## config.mk

```make
export PLATFORM = sky130hd
export DESIGN_NAME = idma_rd_fifo_unpack
export DESIGN_NICKNAME = d
export VERILOG_FILES = /design/src/rtl/idma_rd_fifo_unpack.sv
export SDC_FILE = /design/constraint.sdc
export NUM_CORES = 1
export LEC_CHECK = 0
export ABC_AREA = 1
export BUFFER_PORTS_ARGS = -buffer_cell sky130_fd_sc_hd__buf_2
export CAP_MARGIN = 20
export CORE_MARGIN = 3
export CORE_UTILIZATION = 49
export CTS_CLUSTER_DIAMETER = 120
export DETAILED_ROUTE_END_ITERATION = 16
export GPL_ROUTABILITY_DRIVEN = 1
export GPL_TIMING_DRIVEN = 0
export HOLD_SLACK_MARGIN = 0.12
export PLACE_DENSITY = 0.77
export SYNTH_ARGS = -nofsm -noshare
export SYNTH_HDL_FRONTEND = slang
export SYNTH_SLANG_ARGS = --single-unit
```

## constraint.sdc

```tcl
create_clock -name clk -period 1.8 [get_ports clk]
set_input_delay 0.27 -clock clk [delete_from_list [all_inputs] [get_ports clk]]
set_output_delay 0.27 -clock clk [all_outputs]
set_load 0.05 [all_outputs]
```

## src/rtl/idma_rd_fifo_unpack.sv

```systemverilog
// Pops wide words from the iDMA read-sync FIFO output stage and serialises them,
// LSB slice first, into a programmed number of narrow valid/ready beats.
module idma_rd_fifo_unpack #(
  parameter int IN_WIDTH  = 128,
  parameter int OUT_WIDTH = 32,
  parameter int LEN_WID   = 16
) (
  input  logic                 clk,
  input  logic                 rst_n,
  input  logic                 cfg_start,
  input  logic [LEN_WID-1:0]   cfg_len,
  input  logic                 cfg_abort,
  input  logic                 fifo_empty,
  input  logic [IN_WIDTH-1:0]  fifo_data_in,
  output logic                 fifo_pop,
  output logic                 out_valid,
  output logic [OUT_WIDTH-1:0] out_data,
  output logic                 out_last,
  input  logic                 out_ready,
  output logic                 busy,
  output logic                 done,
  output logic [1:0]           state_dbg
);

  localparam int RATIO = IN_WIDTH / OUT_WIDTH;
  localparam int IDX_W = (RATIO > 1) ? $clog2(RATIO) : 1;

  typedef enum logic [1:0] {
    IDLE = 2'd0,
    LOAD = 2'd1,
    SEND = 2'd2
  } state_t;

  state_t                         state_q, state_d;
  logic [LEN_WID-1:0]             remain_q, remain_d;
  logic [IDX_W-1:0]               idx_q, idx_d;
  logic [IN_WIDTH-1:0]            word_q, word_d;
  logic                           done_q, done_d;
  logic [RATIO-1:0][OUT_WIDTH-1:0] slices;
  logic                           hs;
  logic                           last_beat;
  logic                           idx_end;

  // Handshake: a beat transfers on any cycle where out_valid and out_ready are both high;
  // while out_ready is low, out_valid, out_data and out_last hold unchanged.
  assign slices    = word_q;
  assign hs        = (state_q == SEND) && out_ready;
  assign last_beat = (remain_q == LEN_WID'(1));
  assign idx_end   = (idx_q == IDX_W'(RATIO - 1));

  assign out_valid = (state_q == SEND);
  assign out_data  = slices[idx_q];
  assign out_last  = (state_q == SEND) && last_beat;
  assign busy      = (state_q != IDLE);
  assign done      = done_q;
  assign state_dbg = state_q;

  always_comb begin
    state_d  = state_q;
    remain_d = remain_q;
    idx_d    = idx_q;
    word_d   = word_q;
    done_d   = 1'b0;
    fifo_pop = 1'b0;
    case (state_q)
      IDLE: begin
        if (cfg_start) begin
          if (cfg_len != '0) begin
            remain_d = cfg_len;
            idx_d    = '0;
            state_d  = LOAD;
          end else begin
            done_d = 1'b1;
          end
        end
      end
      LOAD: begin
        if (!fifo_empty) begin
          fifo_pop = 1'b1;
          word_d   = fifo_data_in;
          idx_d    = '0;
          state_d  = SEND;
        end
      end
      SEND: begin
        if (hs) begin
          remain_d = remain_q - LEN_WID'(1);
          if (last_beat) begin
            // Remaining slices of the current word are dropped on purpose.
            state_d = IDLE;
            done_d  = 1'b1;
          end else if (idx_end) begin
            if (!fifo_empty) begin
              fifo_pop = 1'b1;
              word_d   = fifo_data_in;
              idx_d    = '0;
            end else begin
              state_d = LOAD;
            end
          end else begin
            idx_d = idx_q + IDX_W'(1);
          end
        end
      end
      default: state_d = IDLE;
    endcase
    // Abort wins over everything; a pop issued this cycle still consumes its word.
    if (cfg_abort) begin
      state_d  = IDLE;
      remain_d = '0;
      idx_d    = '0;
      done_d   = 1'b0;
    end
  end

  always_ff @(posedge clk or negedge rst_n) begin
    if (!rst_n) begin
      state_q  <= IDLE;
      remain_q <= '0;
      idx_q    <= '0;
      word_q   <= '0;
      done_q   <= 1'b0;
    end else begin
      state_q  <= state_d;
      remain_q <= remain_d;
      idx_q    <= idx_d;
      word_q   <= word_d;
      done_q   <= done_d;
    end
  end

endmodule

```

* After elaboration in Yosys (flattened, before gate mapping)
Cells that the tools add are included.
** Cells by class
- Add/sub/neg operators :: 2
- Magnitude comparators :: 1
- Equal/unequal tests :: 14
- Mux-type cells :: 40
- Reductions and logical operators :: 12
** Operators by type and width (number)
- $mux W128 :: 4
- $pmux W128 S2 :: 1
- $bmux W32 S2 :: 1
- $mux W16 :: 4
- $mux W32 :: 1
- $pmux W16 S2 :: 1
- $mux W2 :: 15
- $eq A16 B1 Y1 const B :: 1
- $reduce_bool A16 Y1 :: 1
- $sub A16 B1 Y16 const B :: 1
- $ne A3 B3 Y1 const B :: 4
- $pmux W2 S3 :: 2
- $mux W1 :: 9
- $reduce_and A4 Y1 :: 2
- $reduce_and A6 Y1 :: 1
- $reduce_and A5 Y1 :: 1
- $eq A2 B2 Y1 const B :: 2
- $ne A2 B1 Y1 const B :: 2
- $ne A4 B2 Y1 const B :: 1
- $ne A4 B3 Y1 const B :: 1
- $pmux W1 S2 :: 2
- $reduce_bool A2 Y1 :: 2
- $reduce_bool A4 Y1 :: 1
- $lt A2 B3 Y1 const B :: 1
- other kinds (7) :: 8
** Word-level totals
- Input bits :: 150
- Register bits after elaboration :: 149
- Output and inout bits :: 39

* Logic depth before layout (Yosys ltp)
Gate-level depths: netlist of the first run.
- Depth after elaboration :: 6
- Gate-level depth with buffers :: 13

* Worst setup path before layout of the first run
OpenSTA, ideal clock, no wires.
- Kind :: reg2reg
- From :: register state_q[1], in the netlist state_dbg[1]
- To :: register remain_q[7]
- Data required time :: 1.680 ns
- Path buffers :: 3
- Data arrival time :: 2.473 ns
- Period minus slack after synthesis :: 2.593 ns
- Library setup time :: 0.120 ns
- Setup slack :: -0.793 ns
- Cell stages (with the launch flop) :: 13
- Cell sequence :: dfrtp_1 ha_1 buf_4 inv_4 nor2_4 inv_2 or2_1 buf_6 nand3_4 inv_2 buf_6 nand2_1 o21ai_2
** Between the ends
- Longest elaborated chain between the ends :: 4
- Elaborated cells on any way between the ends :: 10
** RTL lines
- from (decl) :: RTL line 34 : state_t state_q, state_d;
- from (signal assigned) :: RTL line 124 : state_q <= state_d;
- $eq A2 B2 Y1 (*)
- via out_valid :: RTL line 16 : output logic out_valid,
- $logic_and A1 B1 Y1 :: RTL line 47 : assign hs = (state_q == SEND) && out_ready;
- $ne A3 B2 Y1 (no source line)
- $reduce_and A4 Y1 (no source line)
- to (signal assigned) :: RTL line 125 : remain_q <= remain_d;
- to (decl) :: RTL line 35 : logic [LEN_WID-1:0] remain_q, remain_d;
Mark *: on every way through the listed nets, which the timed path passes. The rest lies on a longest branch.
A chain may end at the register's enable or synchronous reset.

* Final worst setup path of the first run
- From :: register idx_q[0]
- To :: output port out_data[26]
** Between the ends
- Longest elaborated chain between the ends :: 2
** RTL lines
- from (decl) :: RTL line 36 : logic [IDX_W-1:0] idx_q, idx_d;
- from (signal assigned) :: RTL line 126 : idx_q <= idx_d;
- $bmux W32 S2 :: RTL line 52 : assign out_data = slices[idx_q];
- $mux W32 (implied by the code) :: RTL line 52
- to (decl) :: RTL line 17 : output logic [OUT_WIDTH-1:0] out_data,
No other way between the ends. The select of a mux whose other input is x is not followed.

==> flow_summary.ini, run 1 <==
[yosys]
yosysTopAreaCell = dfrtp_1
ys_seq_area_share_pct = 48.40
synth_mux_area_share_pct = 0
synth_top_family_by_area = simple AND/OR/NAND/NOR gates
syn-mean-instance-area_um2 = 7.575
ys_ff_latch = 149
yosys.area_share.simple_pct = 20.12
netlist_area_um2 = 7704
synthDistinctLibCells = 29
synth_compound_area_share_pct = 17.30
synth_edf_count = 0
yosys.area_share.adder_pct = 1.299
synth_nets = 1175
synth_area_leaders = dfrtp_1 (48%), o21ai_0 (13%), nand2_1 (12%), inv_1 (7.7%), nor2_1 (5.1%)
yosys.cell_count.top_type = nand2_1
synth_top_area_share_pct = 48.40
synthTopCellsByCount = nand2_1 (252), o21ai_0 (203), inv_1 (158)
ys_async_sr_fraction_pct = 100.0
synthXorXnorAreaFrac_pct = 0.3411
ys.warnings.count = 0
synth-main-ff-cell = dfrtp_1
netlist_instances = 1017

[sta]
worst_pin_slew_ps = 680.7
fin_crit_ps = 2066
relSlewSlack_pct = 54.62
max_freq_mhz = 484.1
finalClockSkew_ps = 10.69
worst_slack_ps = -265.8
fin_crit_sh_pct = 114.8
finalSetupViolCount = 170
rsz0062_at_grt = true
final_hold_viol_count = 0
finalMaxSlewViolations = 0

[finish]
layout-drive-gt1-share_pct = 32.75
fin_util_pct = 79.87
antennaDiodeCount = 0
area_growth_pct = 58.78
final_cell_area_um2 = 12230
fin_nets = 1525

[grt]
grt.total_usage_pct = 31.75
grt_pass1_vias = 8712
antenna_found_initial = 0
grt_pass1_wl_mm = 43.77
grt_max_degree = 81
grt_overflow = 0

[worst_setup_path]
path_delay_family = buffers and inverters
critical_path.max_stage_delay_ps = 470
start_kind = register
critPathSlowestCell = dfrtp_2
cp_max_fo = 10
path_buf_inv = 3
crit_required_ps = 1530
critical_path_class = reg2out
arrival_ps = 1800
end_kind = output port
crit_path_cell_trace = clkbuf_8, clkbuf_16, o21ai_2, o22ai_4, buf_6

[power_and_ir_drop]
seq_power_share_pct = 31.0
p_comb_share_pct = 51.3
peakVddDrop_mv = 1.047
power.density_nw_per_um2 = 1617
total_power_uw = 19780
switching_share_pct = 44.35
pwr-share-clk_pct = 17.7
p_int_uw = 11010
p_switching_uw = 8774
leakagePower_uw = 0.006239

[clock_network]
clk_latency_ps = 430
cts_tree = built
clockRootBuffer = clkbuf_16
cts_buffers = 17
clockBufferDepth = 2
clk_pin_slew_worst_paths_ps = 70
htreeDepth = 4
clkSinkCount = 149

[detailed_routing]
routed_wl_mm = 27.89
wire_per_inst_um = 17.53
drtIter0Drc = 729
postRouteAntennaNets = 0
via_count = 8398
drc = 0
dr.pass1.iters = 6
routed_via_density = 5.278

[die]
die-area_um2 = 17260
die_h_um = 131.4
ioPinCount = 189
rows = 45
initial_core_util_pct = 50.30
coreArea_um2 = 15310
die_w_um = 131.4

[run_status]
status = finished with violations
violations = negative setup slack

[min_path]
hold_path_class = in2reg

[placed_design]
portBuffers = 187
hpwl_mm = 15.77
gp_congestion = 0.8780
placed_area_um2 = 9382
place_ws_ps = -547.0

[job]
maxCapViolCount = 0
-- sequential cells by signal, indices dropped and copies added (netlist names) --
| register | flops |
|---|---|
| slices | 128 |
| remain_q | 16 |
| idx_q | 2 |
| state_dbg | 2 |
| done | 1 |
-- cells by family (layout without fill, tap and decap cells) --
family | after synthesis | count (layout)
simple gates | 391 | 391
compound gates | 250 | 250
buf+inv | 216 | 579
flops | 149 | 149
fa+ha+maj | 8 | 8
xor+xnor | 3 | 3
-- path summary, 6_finish.rpt --
check / start / endpoint / slack (ps) / cells after the start
hold reg to reg: slices[33] / slices[33] / 480 / 2
setup reg to reg: state_dbg[1] / slices[109] / -140 / 8
min in group asynchronous: rst_n / remain_q[3] / 420 / 2
hold / removal: fifo_data_in[19] / slices[19] / 120 / 3
setup / recovery: idx_q[0] / out_data[26] / -270 / 5
max in group asynchronous: rst_n / slices[113] / 540 / 3
-- worst register-to-register path: cells and delay by family (launching register included) --
family / cells / cell delay [ps]
flip-flops: 1 / 430
buffers and inverters: 4 / 650
adder cells (fa/ha/maj): 1 / 180
AO/OA/AOI/OAI: 3 / 580
-- final cells by class --
cell class                 instances  area [µm²]
clock buffer                      21       440.4
multi-input combinational        652        3857
clock inverter                    11       130.1
sequential                       149        3737
inverter                         161       611.8
buffer                            53       598.1
timing repair buffer             333        2592
fill                             958        3083
tap                              211       264.0
-- per-stage QoR --
stage          cells  setup TNS, ps  hold slack (ps)
2_1_floorplan   1017         -12140           -25.59
5_1_grt         1591         -32650            122.1
6_report        1591         -15460            124.7
4_1_cts         1581         -15440            120.3
3_3_place_gp    1415        -284350            459.9
3_5_place_dp    1416         -30960            322.6
-- power by group through the flow --
stage	combinational [µW]	sequential [µW]	clock, µW
global route	11000	6270	3650
detailed placement	8100	5830	0
finish	10100	6140	3510
CTS	9540	5940	3500
floorplan	6190	5660	0
global placement	7900	5790	0
-- per-layer routing --
metal | routed length [µm] | track usage [%]
met4 | 977 | 12.49
met2 | 14030 | 53.95
met3 | 1962 | 7.734
met1 | 10920 | 39.17
met5 | 0 | 0
-- placed cells by master (no fill, tap or decap), types with 10 or more instances in the layout --
| cell | instances |
|---|---|
| buf_2 | 153 |
| buf_4 | 36 |
| buf_6 | 51 |
| clkbuf_16 | 21 |
| clkbuf_4 | 10 |
| dfrtp_1 | 142 |
| dlygate4sd3_1 | 115 |
| inv_1 | 153 |
| nand2_1 | 247 |
| nand3_1 | 20 |
| nor2_1 | 44 |
| nor2_2 | 40 |
| nor2_4 | 23 |
| o21ai_0 | 146 |
| o21ai_1 | 32 |
| o21ai_2 | 30 |
| o22ai_4 | 30 |
-- timing repair --
| action | 4_1_cts | 5_1_grt |
|---|---|---|
| setup buffers | 19 | 7 |
| hold buffers | 115 | 0 |
| endpoints found under the hold margin | 183 | 0 |
| resized for setup | 253 | 88 |
| gates cloned | 1 | 3 |
| pin swaps | 10 | 20 |
| setup endpoints to repair | 177 | 183 |
Note: power is estimated with default switching activity, not from simulation.
==> run 2: changes to the inputs <==
Settings changed: ABC_AREA 1 to 0.
==> flow_summary.ini, run 2 <==
[yosys]
synthDistinctLibCells = 55
synthTopCellsByCount = dfrtp_1 (149), mux2_4 (120), mux4_2 (32)
synth_area_leaders = dfrtp_1 (48%), mux2_4 (23%), mux4_2 (9.2%), buf_12 (2.8%), mux2_2 (1.6%)
syn-mean-instance-area_um2 = 15.15
netlist_area_um2 = 7816
ys.warnings.count = 0
yosys.cell_count.top_type = dfrtp_1
ys_ff_latch = 149
synth_top_area_share_pct = 47.70
synth_edf_count = 0
ys_async_sr_fraction_pct = 100.0
synth_nets = 674
ys_seq_area_share_pct = 47.70
netlist_instances = 516
yosysTopAreaCell = dfrtp_1
synth-main-ff-cell = dfrtp_1

[worst_setup_path]
crit_required_ps = 2100
crit_top_cell = buf_12
critical_path_class = reg2reg
start_kind = register
critPathSlowestCell = dfrtp_1
critical_path.max_stage_delay_ps = 420
crit_path_cell_trace = nor4_4, nand4_2, and3_4, o21ba_4, buf_12, buf_12, mux2_4
end_kind = register
cp_max_fo = 10
arrival_ps = 2580

[die]
initial_core_util_pct = 50.67
rows = 45
ioPinCount = 189
die_h_um = 132.3
coreArea_um2 = 15430
die_w_um = 132.3
die-area_um2 = 17500

[sta]
worst_slack_ps = -479.6
fin_crit_ps = 2280
setup_tns_ps = -74790
finalClockSkew_ps = 10.91
worst_pin_slew_ps = 909.9
max_freq_mhz = 438.7
finalMaxSlewViolations = 0
final_hold_viol_count = 0
rsz0062_at_grt = true
fin_crit_sh_pct = 126.6
relSlewSlack_pct = 39.34
finalSetupViolCount = 183

[grt]
grt.total_usage_pct = 30.01
grt_max_degree = 84
grt_overflow = 0
grt_pass1_vias = 7124
grt_pass1_wl_mm = 40.68
antenna_found_initial = 5

[placed_design]
hpwl_mm = 14.37
gp_congestion = 0.9101
place_ws_ps = -834.4
portBuffers = 187
placed_area_um2 = 9128

[min_path]
hold_path_class = in2reg

[power_and_ir_drop]
peakVddDrop_mv = 1.036
total_power_uw = 23270
seq_power_share_pct = 27.1
leakagePower_uw = 0.005505
p_switching_uw = 8780
p_comb_share_pct = 56.8
pwr-share-clk_pct = 16.1
p_int_uw = 14490
power.density_nw_per_um2 = 1881
switching_share_pct = 37.73

[finish]
final_cell_mix = buf_2 (150), dfrtp_1 (145), dlygate4sd3_1 (129)
fin_nets = 1059
area_growth_pct = 58.30
final_common_cell = buf_2
fin_util_pct = 80.20
largest_register_ff_count = 128
final_cell_area_um2 = 12370
layout-drive-gt1-share_pct = 57.11

[detailed_routing]
drtIter0Drc = 496
wire_per_inst_um = 23.66
routed_via_density = 5.698
dr.pass1.iters = 5
drc = 0
routed_wl_mm = 26.76
postRouteAntennaNets = 0
via_count = 6445

[clock_network]
cts_buffers = 17
clkSinkCount = 149
clockRootBuffer = clkbuf_16
clockBufferDepth = 2
clk_latency_ps = 420
clk_pin_slew_worst_paths_ps = 60
htreeDepth = 4
cts_tree = built

[run_status]
status = finished with violations
violations = negative setup slack

[job]
maxCapViolCount = 0
-- run 2: cell count changes in the layout (fill, tap and decap cells not counted), sizes merged, moves of 9 or more --
cell / before / now
nor3: 0 / 12
nand2: 253 / 11
mux4: 0 / 32
nand3: 22 / 6
dlygate4sd3: 115 / 129
inv: 162 / 9
clkbuf: 43 / 33
o21ai: 210 / 12
buf: 249 / 258
o22ai: 32 / 3
nor2: 107 / 17
mux2: 0 / 131
-- run 2: routing by layer --
| layer | global-route usage [%] | vias to the layer above | share of wire, % |
|---|---|---|---|
| met2 | 50.77 | 382 | 51 |
| met4 | 12.12 | 0 | 4.0 |
| li1 | - | 2726 | - |
| met3 | 7.519 | 105 | 7.3 |
| met1 | 37.10 | 3232 | 37 |
| met5 | 0 | - | 0 |
-- run 2: stage by stage --
| step | std cells | hold slack [ps] |
|---|---|---|
| floorplan | 516 | -25.59 |
| global placement | 914 | 485.0 |
| detailed placement | 915 | 313.5 |
| CTS | 1119 | 131.0 |
| global route | 1131 | 165.7 |
| finish | 1131 | 166.8 |
-- run 2: area by class of cell --
| type | count | area (µm²) |
|---|---|---|
| diodes | 6 | 15.01 |
| plain buffers | 30 | 461.7 |
| clock buffers | 21 | 470.5 |
| clock inverters | 11 | 146.4 |
| fillers | 865 | 3054 |
| inverters | 9 | 46.29 |
| multi-input cells | 325 | 4074 |
| flip-flops and latches | 149 | 3734 |
| well taps | 211 | 264.0 |
| repair buffers | 369 | 3162 |
-- run 2: kinds of logic after synthesis --
logic type / count (synthesis) / synth area share, %
AND/OR/NAND/NOR: 84 / 6.163
buffers and inverters: 42 / 4.658
flip-flops: 149 / 47.70
multiplexers: 164 / 33.98
AO/OA/AOI/OAI: 69 / 6.211
adder cells (fa/ha/maj): 8 / 1.281
-- run 2: power by group through the flow --
stage,clock network [µW],registers (µW),logic (µW)
6_report,3740,6310,13200
5_1_grt,3950,6450,13700
4_1_cts,3780,6180,12400
3_5_place_dp,0,6170,9840
3_3_place_gp,0,6010,9630
2_1_floorplan,0,5840,8010
-- run 2: final timing paths --
path                                      to  cells after the start  slack, ps         from
worst max-delay path             slices[107]                      7       -480  remain_q[9]
worst min-delay path            remain_q[13]                      3        170  cfg_len[13]
worst max register to register   slices[107]                      7       -480  remain_q[9]
worst min register to register    slices[97]                      1        510   slices[97]
max in group asynchronous       state_dbg[0]                      3        510        rst_n
min in group asynchronous         slices[16]                      2        430        rst_n
-- run 2: worst max-delay path, delay by kind of cell, from the launching register on --
kind                   cells  cell delay [ps]
multiplexers               1              310
buffers and inverters      2              320
AND/OR/NAND/NOR            3              880
AO/OA/AOI/OAI              1              210
flip-flops                 1              420
-- run 2: timing repair --
action                     CTS  global route
setup endpoints to repair  183           185
gates cloned                 7             0
hold endpoints to repair   194             0
hold buffers               129             0
buffers inserted            37            10
gates resized for setup    182            46
pin swaps                   21            18
==> run 3: changes to the inputs <==
--- a/config.mk
+++ b/config.mk
@@ -14,5 +14,4 @@
 export DETAILED_ROUTE_END_ITERATION = 16
 export GPL_ROUTABILITY_DRIVEN = 1
-export GPL_TIMING_DRIVEN = 0
 export HOLD_SLACK_MARGIN = 0.12
 export PLACE_DENSITY = 0.77
==> constraint.sdc (replaced) <==
create_clock -name clk -period 1.8 [get_ports clk]
set_input_delay 0.27 -clock clk [delete_from_list [all_inputs] [get_ports clk]]
set_output_delay 0.27 -clock clk [all_outputs]
set_load 0.1 [all_outputs]
==> flow_summary.ini, run 3 (synthesis results as in run 2) <==
[run_status]
status = finished with violations
violations = negative setup slack

[clock_network]
htreeDepth = 4
cts_buffers = 17
clk_latency_ps = 420
clk_pin_slew_worst_paths_ps = 60
clockBufferDepth = 2
cts_tree = built
clkSinkCount = 149
clockRootBuffer = clkbuf_16

[grt]
grt_pass1_vias = 7180
grt_max_degree = 61
grtUsageMet3_pct = 7.137
grt_pass1_wl_mm = 41.08
grt_overflow = 0
met2_usage_pct = 52.96
antenna_found_initial = 1
grt.total_usage_pct = 30.38
grt_busiest_layer = met2
use_met1_pct = 36.92

[die]
die_w_um = 132.3
rows = 45
ioPinCount = 189
initial_core_util_pct = 50.67
die-area_um2 = 17500
coreArea_um2 = 15430
die_h_um = 132.3

[worst_setup_path]
start_kind = register
end_kind = register
crit_required_ps = 2100
critical_path_class = reg2reg
arrival_ps = 2560
cp_max_fo = 9

[sta]
setup_tns_ps = -69160
rsz0062_at_grt = true
worst_pin_slew_ps = 494.9
finalSetupViolCount = 185
fin_crit_ps = 2259
finalMaxSlewViolations = 0
finalClockSkew_ps = 11.83
worst_slack_ps = -458.8
final_hold_viol_count = 0
relSlewSlack_pct = 67.24
fin_crit_sh_pct = 125.5
max_freq_mhz = 442.7

[finish]
final_cell_mix = buf_2 (150), dfrtp_1 (145), dlygate4sd3_1 (129)
area_growth_pct = 62.38
instances_no_fill = 1159
layout-drive-gt1-share_pct = 59.13
largest_register_ff_count = 128
final_common_cell = buf_2
fin_nets = 1092
fill_cells = 800
multiInputGateArea_um2 = 4083
ff_latch_area_um2 = 3739

[detailed_routing]
postRouteAntennaNets = 0
routed_via_density = 5.561
wire_per_inst_um = 23.72
routed_wl_mm = 27.49
drtIter0Drc = 369
via_count = 6445
dr.pass1.iters = 4
drc = 0

[power_and_ir_drop]
total_power_uw = 25660
leakagePower_uw = 0.005706
power.density_nw_per_um2 = 2022
peakVddDrop_mv = 1.473

[placed_design]
gp_congestion = 0.8890
hpwl_mm = 14.25
portBuffers = 188
placed_cells_incl_taps = 971

[job]
maxCapViolCount = 0

[min_path]
hold_path_class = in2reg
[run 3: cell type report]
| class | instances | share of cell area [%] |
|---|---|---|
| antenna | 1 | 0.01972 |
| tap | 211 | 2.080 |
| multi-input combinational | 326 | 32.17 |
| timing repair buffer | 431 | 31.40 |
| inverter | 9 | 0.3549 |
| sequential | 149 | 29.46 |
| clock buffer | 20 | 3.598 |
| clock inverter | 12 | 0.9267 |
[run 3: stage by stage]
step	setup WS, ps	utilization [%]	area, µm²	hold WS, ps
after detailed placement	-360.2	63.86	9852	167.5
after floorplan	-938.3	-	7959	-25.59
after global routing	-527.0	82.27	12690	147.0
after global placement	-352.1	63.86	9852	160.4
after CTS	-418.8	80.72	12450	146.0
final	-458.8	82.27	12690	155.3
[run 3: timing repair]
action,4_1_cts,5_1_grt
hold buffers,129,0
pin swaps,21,13
resized for setup,120,33
buffers inserted,14,4
endpoints found under the setup margin,184,185
gates cloned,7,4
endpoints found under the hold margin,254,0
[run 3: routing by layer]
layer | up-vias | part of all wire [%] | wire length [µm]
li1 | 2782 | - | -
met1 | 3292 | 39 | 10800
met2 | 290 | 51 | 14070
met3 | 81 | 5.5 | 1520
met4 | 0 | 4.0 | 1097
met5 | - | 0 | 0
[run 3: power by group]
part	internal [µW]	switching, µW
logic	7800	8020
clock network	2000	1550
registers	5060	1230
[run 3: path summary, 6_finish.rpt]
kind | startpoint | endpoint | slack, ps | depth (start not counted)
max | remain_q[1] | slices[105] | -460 | 9
min | cfg_start | done | 160 | 3
max reg2reg | remain_q[1] | slices[105] | -460 | 9
min reg2reg | slices[57] | slices[57] | 500 | 1
max in group asynchronous | rst_n | idx_q[1] | 840 | 3
min in group asynchronous | rst_n | slices[48] | 300 | 2
[run 3: worst max-delay path: stages, from the launching register on]
cell and delay [ps]:
dfrtp_1 400, inv_2 90, ha_4 120, nor4b_4 200, nand4_2 160, buf_6 150
and3_4 190, o21ba_4 300, clkbuf_16 210, mux2_4 320
